===== src/rtl/opb_register_bank_ppc2simulink.sv =====
// OPB slave exposing a bank of PPC-writable 32-bit control registers
// to fabric logic, with byte enables, readback, strobes and triggers.
module opb_register_bank_ppc2simulink #(
    parameter logic [31:0] C_BASEADDR   = 32'h01003000,
    parameter logic [31:0] C_HIGHADDR   = 32'h010030FF,
    parameter int          C_NUM_REGS   = 4,
    parameter logic [31:0] C_RESET_VAL  = 32'h00000000,
    parameter logic [15:0] C_PULSE_MASK = 16'h0000,
    parameter int          C_OPB_AWIDTH = 32,
    parameter int          C_OPB_DWIDTH = 32,
    parameter logic [63:0] C_FAMILY     = "virtex5"
) (
    input  logic                    OPB_Clk,
    input  logic                    OPB_Rst,
    input  logic [0:31]             OPB_ABus,
    input  logic [0:3]              OPB_BE,
    input  logic [0:31]             OPB_DBus,
    input  logic                    OPB_RNW,
    input  logic                    OPB_select,
    input  logic                    OPB_seqAddr,
    output logic [0:31]             Sl_DBus,
    output logic                    Sl_xferAck,
    output logic                    Sl_errAck,
    output logic                    Sl_retry,
    output logic                    Sl_toutSup,
    output logic [32*C_NUM_REGS-1:0] user_data_out,
    output logic [C_NUM_REGS-1:0]   user_wr_strobe
);

    typedef enum logic {S_IDLE, S_ACK} state_t;

    state_t      state;
    state_t      state_nxt;
    logic [31:0] abus;
    logic [31:0] off;
    logic [3:0]  idx;
    logic        hit;
    logic        start;
    logic        do_wr;
    logic [31:0] rd_word;

    logic [3:0]  cap_idx;
    logic        cap_rnw;
    logic [3:0]  cap_be;
    logic [31:0] cap_data;

    // OPB bit 0 is the MSB, so the numeric value maps straight across
    assign abus  = OPB_ABus;
    assign off   = abus - C_BASEADDR;
    assign idx   = off[5:2];
    assign hit   = OPB_select
                && (abus >= C_BASEADDR)
                && (abus <= C_HIGHADDR);
    assign start = (state == S_IDLE) && hit;
    assign do_wr = (state == S_ACK) && !cap_rnw;

    assign Sl_errAck  = 1'b0;
    assign Sl_retry   = 1'b0;
    assign Sl_toutSup = 1'b0;

    logic unused_ok;
    assign unused_ok = ^{OPB_seqAddr, off[31:6], off[1:0],
                         C_OPB_AWIDTH[0], C_OPB_DWIDTH[0],
                         C_FAMILY[0]};

    function automatic logic [31:0] be_merge(
        input logic [31:0] old_v,
        input logic [31:0] new_v,
        input logic [3:0]  be
    );
        logic [31:0] res;
        for (int b = 0; b < 4; b++) begin
            res[8*b +: 8] = be[b] ? new_v[8*b +: 8]
                                  : old_v[8*b +: 8];
        end
        return res;
    endfunction

    always_ff @(posedge OPB_Clk) begin
        if (OPB_Rst) begin
            state <= S_IDLE;
        end else begin
            state <= state_nxt;
        end
    end

    always_comb begin
        state_nxt = state;
        unique case (state)
            S_IDLE: if (hit) state_nxt = S_ACK;
            S_ACK:  state_nxt = S_IDLE;
        endcase
    end

    // Out-of-range indices match no register and read as zero
    always_comb begin
        rd_word = '0;
        for (int r = 0; r < C_NUM_REGS; r++) begin
            if (idx == 4'(r)) begin
                rd_word = user_data_out[32*r +: 32];
            end
        end
    end

    always_ff @(posedge OPB_Clk) begin
        if (OPB_Rst) begin
            cap_idx    <= '0;
            cap_rnw    <= 1'b1;
            cap_be     <= '0;
            cap_data   <= '0;
            Sl_xferAck <= 1'b0;
            Sl_DBus    <= '0;
        end else begin
            Sl_xferAck <= start;
            Sl_DBus    <= (start && OPB_RNW) ? rd_word : '0;
            if (start) begin
                cap_idx  <= idx;
                cap_rnw  <= OPB_RNW;
                cap_be   <= OPB_BE;
                cap_data <= OPB_DBus;
            end
        end
    end

    // Trigger registers hold a written value for one cycle only
    always_ff @(posedge OPB_Clk) begin
        if (OPB_Rst) begin
            user_wr_strobe <= '0;
            for (int r = 0; r < C_NUM_REGS; r++) begin
                user_data_out[32*r +: 32] <=
                    C_PULSE_MASK[r] ? '0 : C_RESET_VAL;
            end
        end else begin
            user_wr_strobe <= '0;
            for (int r = 0; r < C_NUM_REGS; r++) begin
                if (do_wr && cap_idx == 4'(r)) begin
                    user_data_out[32*r +: 32] <=
                        be_merge(user_data_out[32*r +: 32],
                                 cap_data, cap_be);
                    user_wr_strobe[r] <= 1'b1;
                end else if (C_PULSE_MASK[r]) begin
                    user_data_out[32*r +: 32] <= '0;
                end
            end
        end
    end

endmodule


===== config.mk =====
export PLATFORM = sky130hd
export DESIGN_NAME = opb_register_bank_ppc2simulink
export DESIGN_NICKNAME = d
export VERILOG_FILES = /design/src/rtl/opb_register_bank_ppc2simulink.sv
export SDC_FILE = /design/constraint.sdc
export NUM_CORES = 1
export LEC_CHECK = 0
export BUFFER_PORTS_ARGS = -buffer_cell sky130_fd_sc_hd__buf_2
export CORE_MARGIN = 3
export CORE_UTILIZATION = 35
export CTS_CLUSTER_DIAMETER = 50
export DETAILED_ROUTE_END_ITERATION = 10
export SETUP_SLACK_MARGIN = 0.02
export SYNTH_ARGS = -nofsm -noshare
export SYNTH_HDL_FRONTEND = slang
export SYNTH_SLANG_ARGS = --single-unit

===== constraint.sdc =====
create_clock -name OPB_Clk -period 1.54 [get_ports OPB_Clk]
set_clock_uncertainty 0.15 [all_clocks]
set_input_delay 0.231 -clock OPB_Clk [delete_from_list [all_inputs] [get_ports OPB_Clk]]
set_output_delay 0.231 -clock OPB_Clk [all_outputs]
set_load 0.03 [all_outputs]

# [Word level (Yosys, flattened, before mapping)]
# Cells that the tools add are included.
[word_totals] out_inout_bits=168 word_cells=74 register_bits=207 input_bits=73
[op_classes] n_reduce_logical=29 n_addsub=1 n_mux=10 bitwise_logic=2 n_eq_ne=6 n_lt_le_gt_ge=2
[op_table] op="$mux 32" count=4
[op_table] op="$ge 32x25->1 const B" count=1
[op_table] op="$le 32x25->1 const B" count=1
[op_table] op="$reduce_and 2->1" count=16
[op_table] op="$eq 4x2->1 const B" count=4
[op_table] op="$logic_and 1x1->1" count=9
[op_table] op="$eq 4x1->1 const B" count=2
[op_table] op="$logic_not 4->1" count=2
[op_table] op="$sub 6x1->6 const B" count=1
[op_table] op="$mux 1" count=5
[op_table] op="$not 1->1" count=2
[op_table] op="$pmux 1 s2" count=1
[op_table] op="$reduce_or 2->1" count=1
[op_table] op="$logic_not 1->1" count=1

# [Longest topological paths before layout]
# Gate-level depths: netlist (run 1).
[logic_depth] word_depth=7 ltp_mapped=6 depth_no_buf=4

# [Worst setup path before layout (run 1)]
# OpenSTA, ideal clock, no wires.
[synth_path] path_kind="flip-flop to flip-flop" start="register cap_rnw" end="register user_data_out[40]" path_stages_with_launch=7 period_less_slack_ns=1.707 t_arrival_ns=1.430 n_path_buf=2 setup_ns=0.128 path_slack_ns=-0.167 t_required_ns=1.262 cell_sequence="dfxtp_1 nor4b_4 buf_6 nand4b_1 buf_4 mux2i_1 nor2_1"
[synth_between] elab_chain_len=4
[synth_rtl] item="start, declared" line_no="43" rtl="logic cap_rnw;"
[synth_rtl] item="start signal, assigned" line_no="108" rtl="cap_rnw <= 1'b1;"
[synth_rtl] item="start signal, assigned" line_no="118" rtl="cap_rnw <= OPB_RNW;"
[synth_rtl] item="$logic_not 1->1" line_no="55" rtl="assign do_wr = (state == S_ACK) && !cap_rnw;"
[synth_rtl] item="$logic_and 1x1->1" line_no="55"
[synth_rtl] item="$logic_and 1x1->1" line_no="136" rtl="if (do_wr && cap_idx == 4'(r)) begin"
[synth_rtl] item="$reduce_and 2->1 (no line)"
[synth_rtl] item="end signal, assigned by index" line_no="130" rtl="user_data_out[32*r +: 32] <="
[synth_rtl] item="end signal, assigned by index" line_no="137" rtl="user_data_out[32*r +: 32] <="
[synth_rtl] item="end, declared" line_no="26" rtl="output logic [32*C_NUM_REGS-1:0] user_data_out,"
# No other way between the ends.
# A chain may end at the register's enable or synchronous reset.

# [Final worst setup path (run 1)]
[layout_path] start="register state" end="register cap_be[0]"
[layout_between] elab_chain_len=2
[layout_rtl] item="start, declared" line_no="32" rtl="state_t state;"
[layout_rtl] item="start signal, assigned" line_no="83" rtl="state <= state_nxt;"
[layout_rtl] item="$not 1->1"
[layout_rtl] item="$logic_and 1x1->1" line_no="54" rtl="assign start = (state == S_IDLE) && hit;"
[layout_rtl] item="end signal, assigned" line_no="109" rtl="cap_be <= '0;"
[layout_rtl] item="end signal, assigned" line_no="119" rtl="cap_be <= OPB_BE;"
[layout_rtl] item="end, declared" line_no="44" rtl="logic [3:0] cap_be;"
# No other way between the ends.

==> impl_metrics.py, run 1 <==
metrics = {
    "setup_path": {
        "crit_chain": "buf_6 -> nor4_4 -> buf_4 -> nand4_1 -> buf_6 -> buf_16 -> o21ai_0 -> a21oi_2",
        "slowest_delay_ps": 330,
        "cp_slowest_cell": "dfxtp_2",
        "critPathArrivalTime_ps": 2030,
        "crit_top_cell": "buf_6",
        "critPathKind": "register to register",
        "cp.required_ps": 1760,
        "crit_fanout": 7,
        "start_kind": "register",
        "endpoint_kind": "register",
        "reg2reg_slack_ps": -260,
        "cp_num_buf_inv": 4,
        "critPathTopFamily": "buffers and inverters",
    },
    "yosys": {
        "ys_seq_elements": 207,
        "synth_top_family_by_area": "multiplexers",
        "async_flop_share": 0,
        "postSynthCellCount": 833,
        "synthXorXnorAreaFrac": 0,
        "synthSimpleGateAreaFrac": 0.151,
        "synth_seq_area_share": 0.499,
        "synth_area_leaders": "dfxtp_1 (50%), mux2i_1 (19%), nor2_1 (5.9%), a211oi_1 (5.8%), nand3_1 (2.5%)",
        "synth_ff_type": "dfxtp_1",
        "ys_types": 29,
        "synthMuxAreaShare": 0.194,
        "synth_top_area_share": 0.499,
        "synth_edf_count": 0,
        "ys_warn_count": 0,
        "syn_avg_cell_area_um2": 9.96,
        "yosys.area.top_type": "dfxtp_1",
        "synth-compound-area-share": 0.106,
        "synth.most_common_cell": "dfxtp_1",
        "syn-cell-area_mm2": 0.00830,
        "synthTopCellsByCount": "dfxtp_1 (207), mux2i_1 (161), nor2_1 (131)",
        "synth_adder_area_share": 0,
    },
    "detailed_routing": {
        "route.detailed.drc": 0,
        "wirelength_um": 27800,
        "via_per_inst": 4.99,
        "firstDrtPassIters": 4,
        "vias": 7287,
        "drt_iter0_drc": 368,
        "drt-wirelength-per-cell_um": 19.0,
        "ant_nets": 0,
    },
    "grt": {
        "grt_use_total": 0.202,
        "grt_pass1_wl_um": 41600,
        "grt_pass1_vias": 7057,
        "grt_max_degree": 177,
        "antenna_found_initial": 2,
        "grt.overflow.total": 0,
    },
    "sta": {
        "rsz0062_at_grt": "true",
        "slew_headroom": 0.393,
        "finalCriticalPeriod_ps": 1800,
        "fin_ws_ps": -264,
        "hold_viol": 0,
        "drv_slew": 0,
        "fmaxAchievable_mhz": 554,
        "finalCritPeriodShare": 1.17,
        "setup_viol": 203,
        "worst_pin_slew_ps": 910,
        "tns_ps": -36670,
    },
    "cells_and_area": {
        "fillers": 2129,
        "design_area_mm2": 0.0124,
        "drive_gt1_frac": 0.389,
        "layout.nets": 1199,
        "area_growth_pct": 49.2,
        "finalNonFillerCells": 1459,
    },
    "die": {
        "core_mm2": 0.0230,
        "row_count": 55,
        "pin_count": 241,
        "fp.dieArea_mm2": 0.0256,
        "die_h_um": 160,
        "die_x_um": 160,
        "initial_core_util": 0.361,
    },
    "job": {
        "max_cap_violations": 0,
    },
    "power_and_ir_drop": {
        "combPwrFrac": 0.040,
        "leakage_nw": 5.73,
        "p_int_w": 0.00929,
        "power_w": 0.0120,
        "p_per_area_mw_per_mm2": 966,
        "p_clk_frac": 0.513,
        "ir_worst_vdd_v": 0.000646,
        "switching_share": 0.223,
        "switchingPower_w": 0.00267,
        "p_seq_frac": 0.448,
    },
    "clock_tree": {
        "clock_path_buffers": 3,
        "clk_pin_slew_ps": 60,
        "htreeDepth": 1,
        "cts_root_buf": "clkbuf_16",
        "clk_latency_ps": 510,
        "cts_tree": "done",
        "cts_buffers": 27,
        "clock-sinks": 207,
    },
    "placement": {
        "port_buffers": 232,
        "gp_congestion": 0.759,
        "hpwlAfterDp_um": 15900,
        "dp.cells": 1348,
        "post-place-ws_ps": -259,
        "placed_cell_area_mm2": 0.0101,
    },
    "run_status": {
        "violations": "setup timing",
        "status": "finished, violations left",
    },
    "min_path": {
        "hold_class": "primary input to register",
    },
}
## power groups by stage
| stage | combinational [W] | sequential (W) | clock, W |
|---|---|---|---|
| CTS | 0.000461 | 0.00535 | 0.00625 |
| global route | 0.000508 | 0.00535 | 0.00649 |
| global placement | 0.000359 | 0.00547 | 0 |
| floorplan | 0.000191 | 0.00547 | 0 |
| detailed placement | 0.000361 | 0.00547 | 0 |
| finish | 0.000473 | 0.00536 | 0.00614 |
## state kept, by name, indices dropped and copies added, names as in the netlist
| signal | flops |
|---|---|
| cap_data | 32 |
| user_data_out | 128 |
| cap_be | 4 |
| user_wr_strobe | 4 |
| cap_rnw | 1 |
| Sl_xferAck | 1 |
| Sl_DBus | 32 |
| state | 1 |
| cap_idx | 4 |
## path summary, 6_finish.rpt
check,cells after the start,from,endpoint
max,8,state$_SDFF_PP0_,cap_be[0]$_SDFFE_PP0P_
min reg2reg,2,cap_idx[2]$_SDFFE_PP0P_,cap_idx[2]$_SDFFE_PP0P_
max reg2reg,8,state$_SDFF_PP0_,cap_be[0]$_SDFFE_PP0P_
min,3,OPB_Rst,user_data_out[2]$_SDFFE_PP0P_
## layout make-up
type | count | area, um2 | area share
multi-input cells | 549 | 4200 | 0.339
flip-flops and latches | 207 | 4150 | 0.335
repair buffers | 341 | 2760 | 0.223
clock buffers | 35 | 736 | 0.0594
well taps | 313 | 392 | 0.0316
clock inverters | 13 | 144 | 0.0116
diodes | 1 | 2.50 | 0.000202
## cells by family (layout without fill, tap and decap cells)
family	after synthesis	after routing
flip-flops	207	207
AO/OA/AOI/OAI	144	144
other	1	4
buffers and inverters	79	389
AND/OR/NAND/NOR	241	241
multiplexers	161	161
## what timing repair did
action,in CTS,in global routing
gates resized for setup,101,117
hold endpoints to repair,39,0
buffers inserted,9,2
hold buffers,39,0
gates cloned,9,5
endpoints found under the setup margin,203,246
pin swaps,14,32
## layout by cell type (no fill, tap or decap), drive strengths merged, types with 33 or more instances in the layout
cell type,instances
nor2,131
buf,279
o21ai,40
clkbuf,58
dlygate4sd3,39
nor2b,33
mux2i,161
dfxtp,207
a21oi,40
a211oi,64
nand3,42
## tightest hold or removal path, delay by kind of cell
family                 cells  cell delay [ps]
buffers and inverters      2              320
and+or+nand+nor            1              150
## stage by stage
step / hold WS [ps] / utilization
finish: 101 / 0.539
global placement: 338 / 0.438
global route: 107 / 0.539
detailed placement: 339 / 0.438
floorplan: 221 / -
CTS: 143 / 0.520
## routing by layer
layer / vias up / global-route usage / share of wire
met2: 186 / 0.341 / 0.48
met3: 29 / 0.0397 / 0.051
li1: 3546 / - / -
met1: 3524 / 0.268 / 0.45
met5: - / 0 / 0.00047
met4: 2 / 0.0442 / 0.017
Note: power is estimated with default switching activity, not from simulation.
==> run 2: changes to the inputs <==
CORE_UTILIZATION = 27   (was 35)
CTS_BUF_LIST = sky130_fd_sc_hd__clkbuf_16   (was default)
==> impl_metrics.py, run 2 (synthesized netlist as in run 1, its figures left out) <==
metrics = {
    "detailed_routing": {
        "drt_iter0_drc": 338,
        "firstDrtPassIters": 4,
        "ant_nets": 0,
        "wirelength_um": 28500,
        "drt-wirelength-per-cell_um": 18.6,
        "via_per_inst": 4.77,
        "vias": 7314,
        "route.detailed.drc": 0,
    },
    "grt": {
        "grt_pass1_wl_um": 42900,
        "grt_max_degree": 101,
        "grt_pass1_vias": 7178,
        "grt_use_total": 0.163,
        "grt.overflow.total": 0,
        "antenna_found_initial": 3,
    },
    "power_and_ir_drop": {
        "p_clk_frac": 0.498,
        "p_per_area_mw_per_mm2": 939,
        "switchingPower_w": 0.00259,
        "p_int_w": 0.00907,
        "ir_worst_vdd_v": 0.000678,
        "leakage_nw": 5.68,
        "combPwrFrac": 0.043,
        "p_seq_frac": 0.459,
        "switching_share": 0.222,
    },
    "sta": {
        "finalCritPeriodShare": 1.16,
        "slew_headroom": 0.590,
        "worst_pin_slew_ps": 607,
        "hold_viol": 0,
        "finalCriticalPeriod_ps": 1780,
        "drv_slew": 0,
        "tns_ps": -24950,
        "setup_viol": 200,
        "rsz0062_at_grt": "true",
        "fin_ws_ps": -239,
        "fmaxAchievable_mhz": 562,
    },
    "cells_and_area": {
        "top_register": "user_data_out",
        "largest_register_ff_count": 128,
        "antennaDiodeCount": 0,
        "layout.nets": 1202,
        "fin_util": 0.415,
        "top_regs": "user_data_out x128, Sl_DBus x32, cap_data x32",
        "drive_gt1_frac": 0.384,
        "area_growth_pct": 49.8,
        "mostFrequentLayoutCell": "dfxtp_1",
        "layout_common_cells": "dfxtp_1 (204), buf_2 (172), mux2i_1 (160)",
    },
    "setup_path": {
        "start_kind": "register",
        "crit_fanout": 15,
        "critPathArrivalTime_ps": 2020,
        "rr_worst_depth": 6,
        "reg2reg_slack_ps": -240,
        "cp.required_ps": 1780,
        "critPathKind": "register to register",
        "endpoint_kind": "register",
    },
    "die": {
        "core_mm2": 0.0300,
        "pin_count": 241,
        "initial_core_util": 0.277,
        "die_h_um": 181,
        "die_x_um": 181,
        "row_count": 63,
        "fp.dieArea_mm2": 0.0329,
    },
    "clock_tree": {
        "clk_latency_ps": 520,
        "clock-sinks": 207,
        "clock_path_buffers": 3,
        "htreeDepth": 1,
        "cts_root_buf": "clkbuf_16",
        "cts_buffers": 26,
        "cts_tree": "done",
        "clk_pin_slew_ps": 60,
    },
    "run_status": {
        "violations": "setup timing",
        "status": "finished, violations left",
    },
    "job": {
        "max_cap_violations": 0,
    },
    "min_path": {
        "hold_class": "primary input to register",
        "holdPathStages": 5,
    },
    "placement": {
        "hpwlAfterDp_um": 17600,
        "post-place-ws_ps": -258,
        "gp_congestion": 0.752,
        "port_buffers": 232,
    },
}
[run 2: worst max-delay path: stages (launching register included)]
cell and delay, ps:
dfxtp_2 330, nor4b_4 330, buf_12 180, and4bb_2 270
buf_12 150, mux2i_1 180, nor2_1 60
[run 2: per-stage QoR]
step	hold WS (ps)	power, W	cell area (um2)	std cells
after floorplan	221	0.00566	8360	835
after global placement	333	0.00586	10300	1432
after detailed placement	341	0.00586	10300	1432
after CTS	1.96	0.0118	12000	1530
after global routing	67.3	0.0120	12400	1532
final	64.6	0.0117	12400	1532
[run 2: worst paths after layout]
kind                           start                        endpoint
max          cap_idx[2]$_SDFFE_PP0P_  user_data_out[30]$_SDFFE_PP0P_
min                          OPB_Rst           Sl_DBus[4]$_SDFF_PP0_
max reg2reg  cap_idx[2]$_SDFFE_PP0P_  user_data_out[30]$_SDFFE_PP0P_
min reg2reg  cap_idx[2]$_SDFFE_PP0P_         cap_idx[2]$_SDFFE_PP0P_
[run 2: metal layers]
layer | up-vias | share of wire | global-route usage
met2 | 199 | 0.48 | 0.279
met4 | 6 | 0.015 | 0.0317
met1 | 3523 | 0.45 | 0.211
met3 | 39 | 0.060 | 0.0391
met5 | - | 0.0012 | 0
li1 | 3547 | - | -
[run 2: repair_timing]
action	CTS	global route
setup endpoints to repair	199	256
buffers inserted	12	4
hold buffers	39	0
endpoints found under the hold margin	39	0
resized for setup	64	172
cloned	6	3
pin swaps	1	37
[run 2: final cells by class]
class,count,area (um2)
fillers,2948,17500
multi-input cells,549,4240
flip-flops and latches,207,4150
repair buffers,345,2750
clock buffers,27,676
well taps,390,488
clock inverters,14,135
[run 2: power by group through the flow]
stage | Combinational [W] | Clock, W | Sequential, W
2_1_floorplan | 0.000191 | 0 | 0.00547
3_3_place_gp | 0.000390 | 0 | 0.00547
3_5_place_dp | 0.000391 | 0 | 0.00547
4_1_cts | 0.000490 | 0.00597 | 0.00535
5_1_grt | 0.000539 | 0.00615 | 0.00535
6_report | 0.000505 | 0.00580 | 0.00536
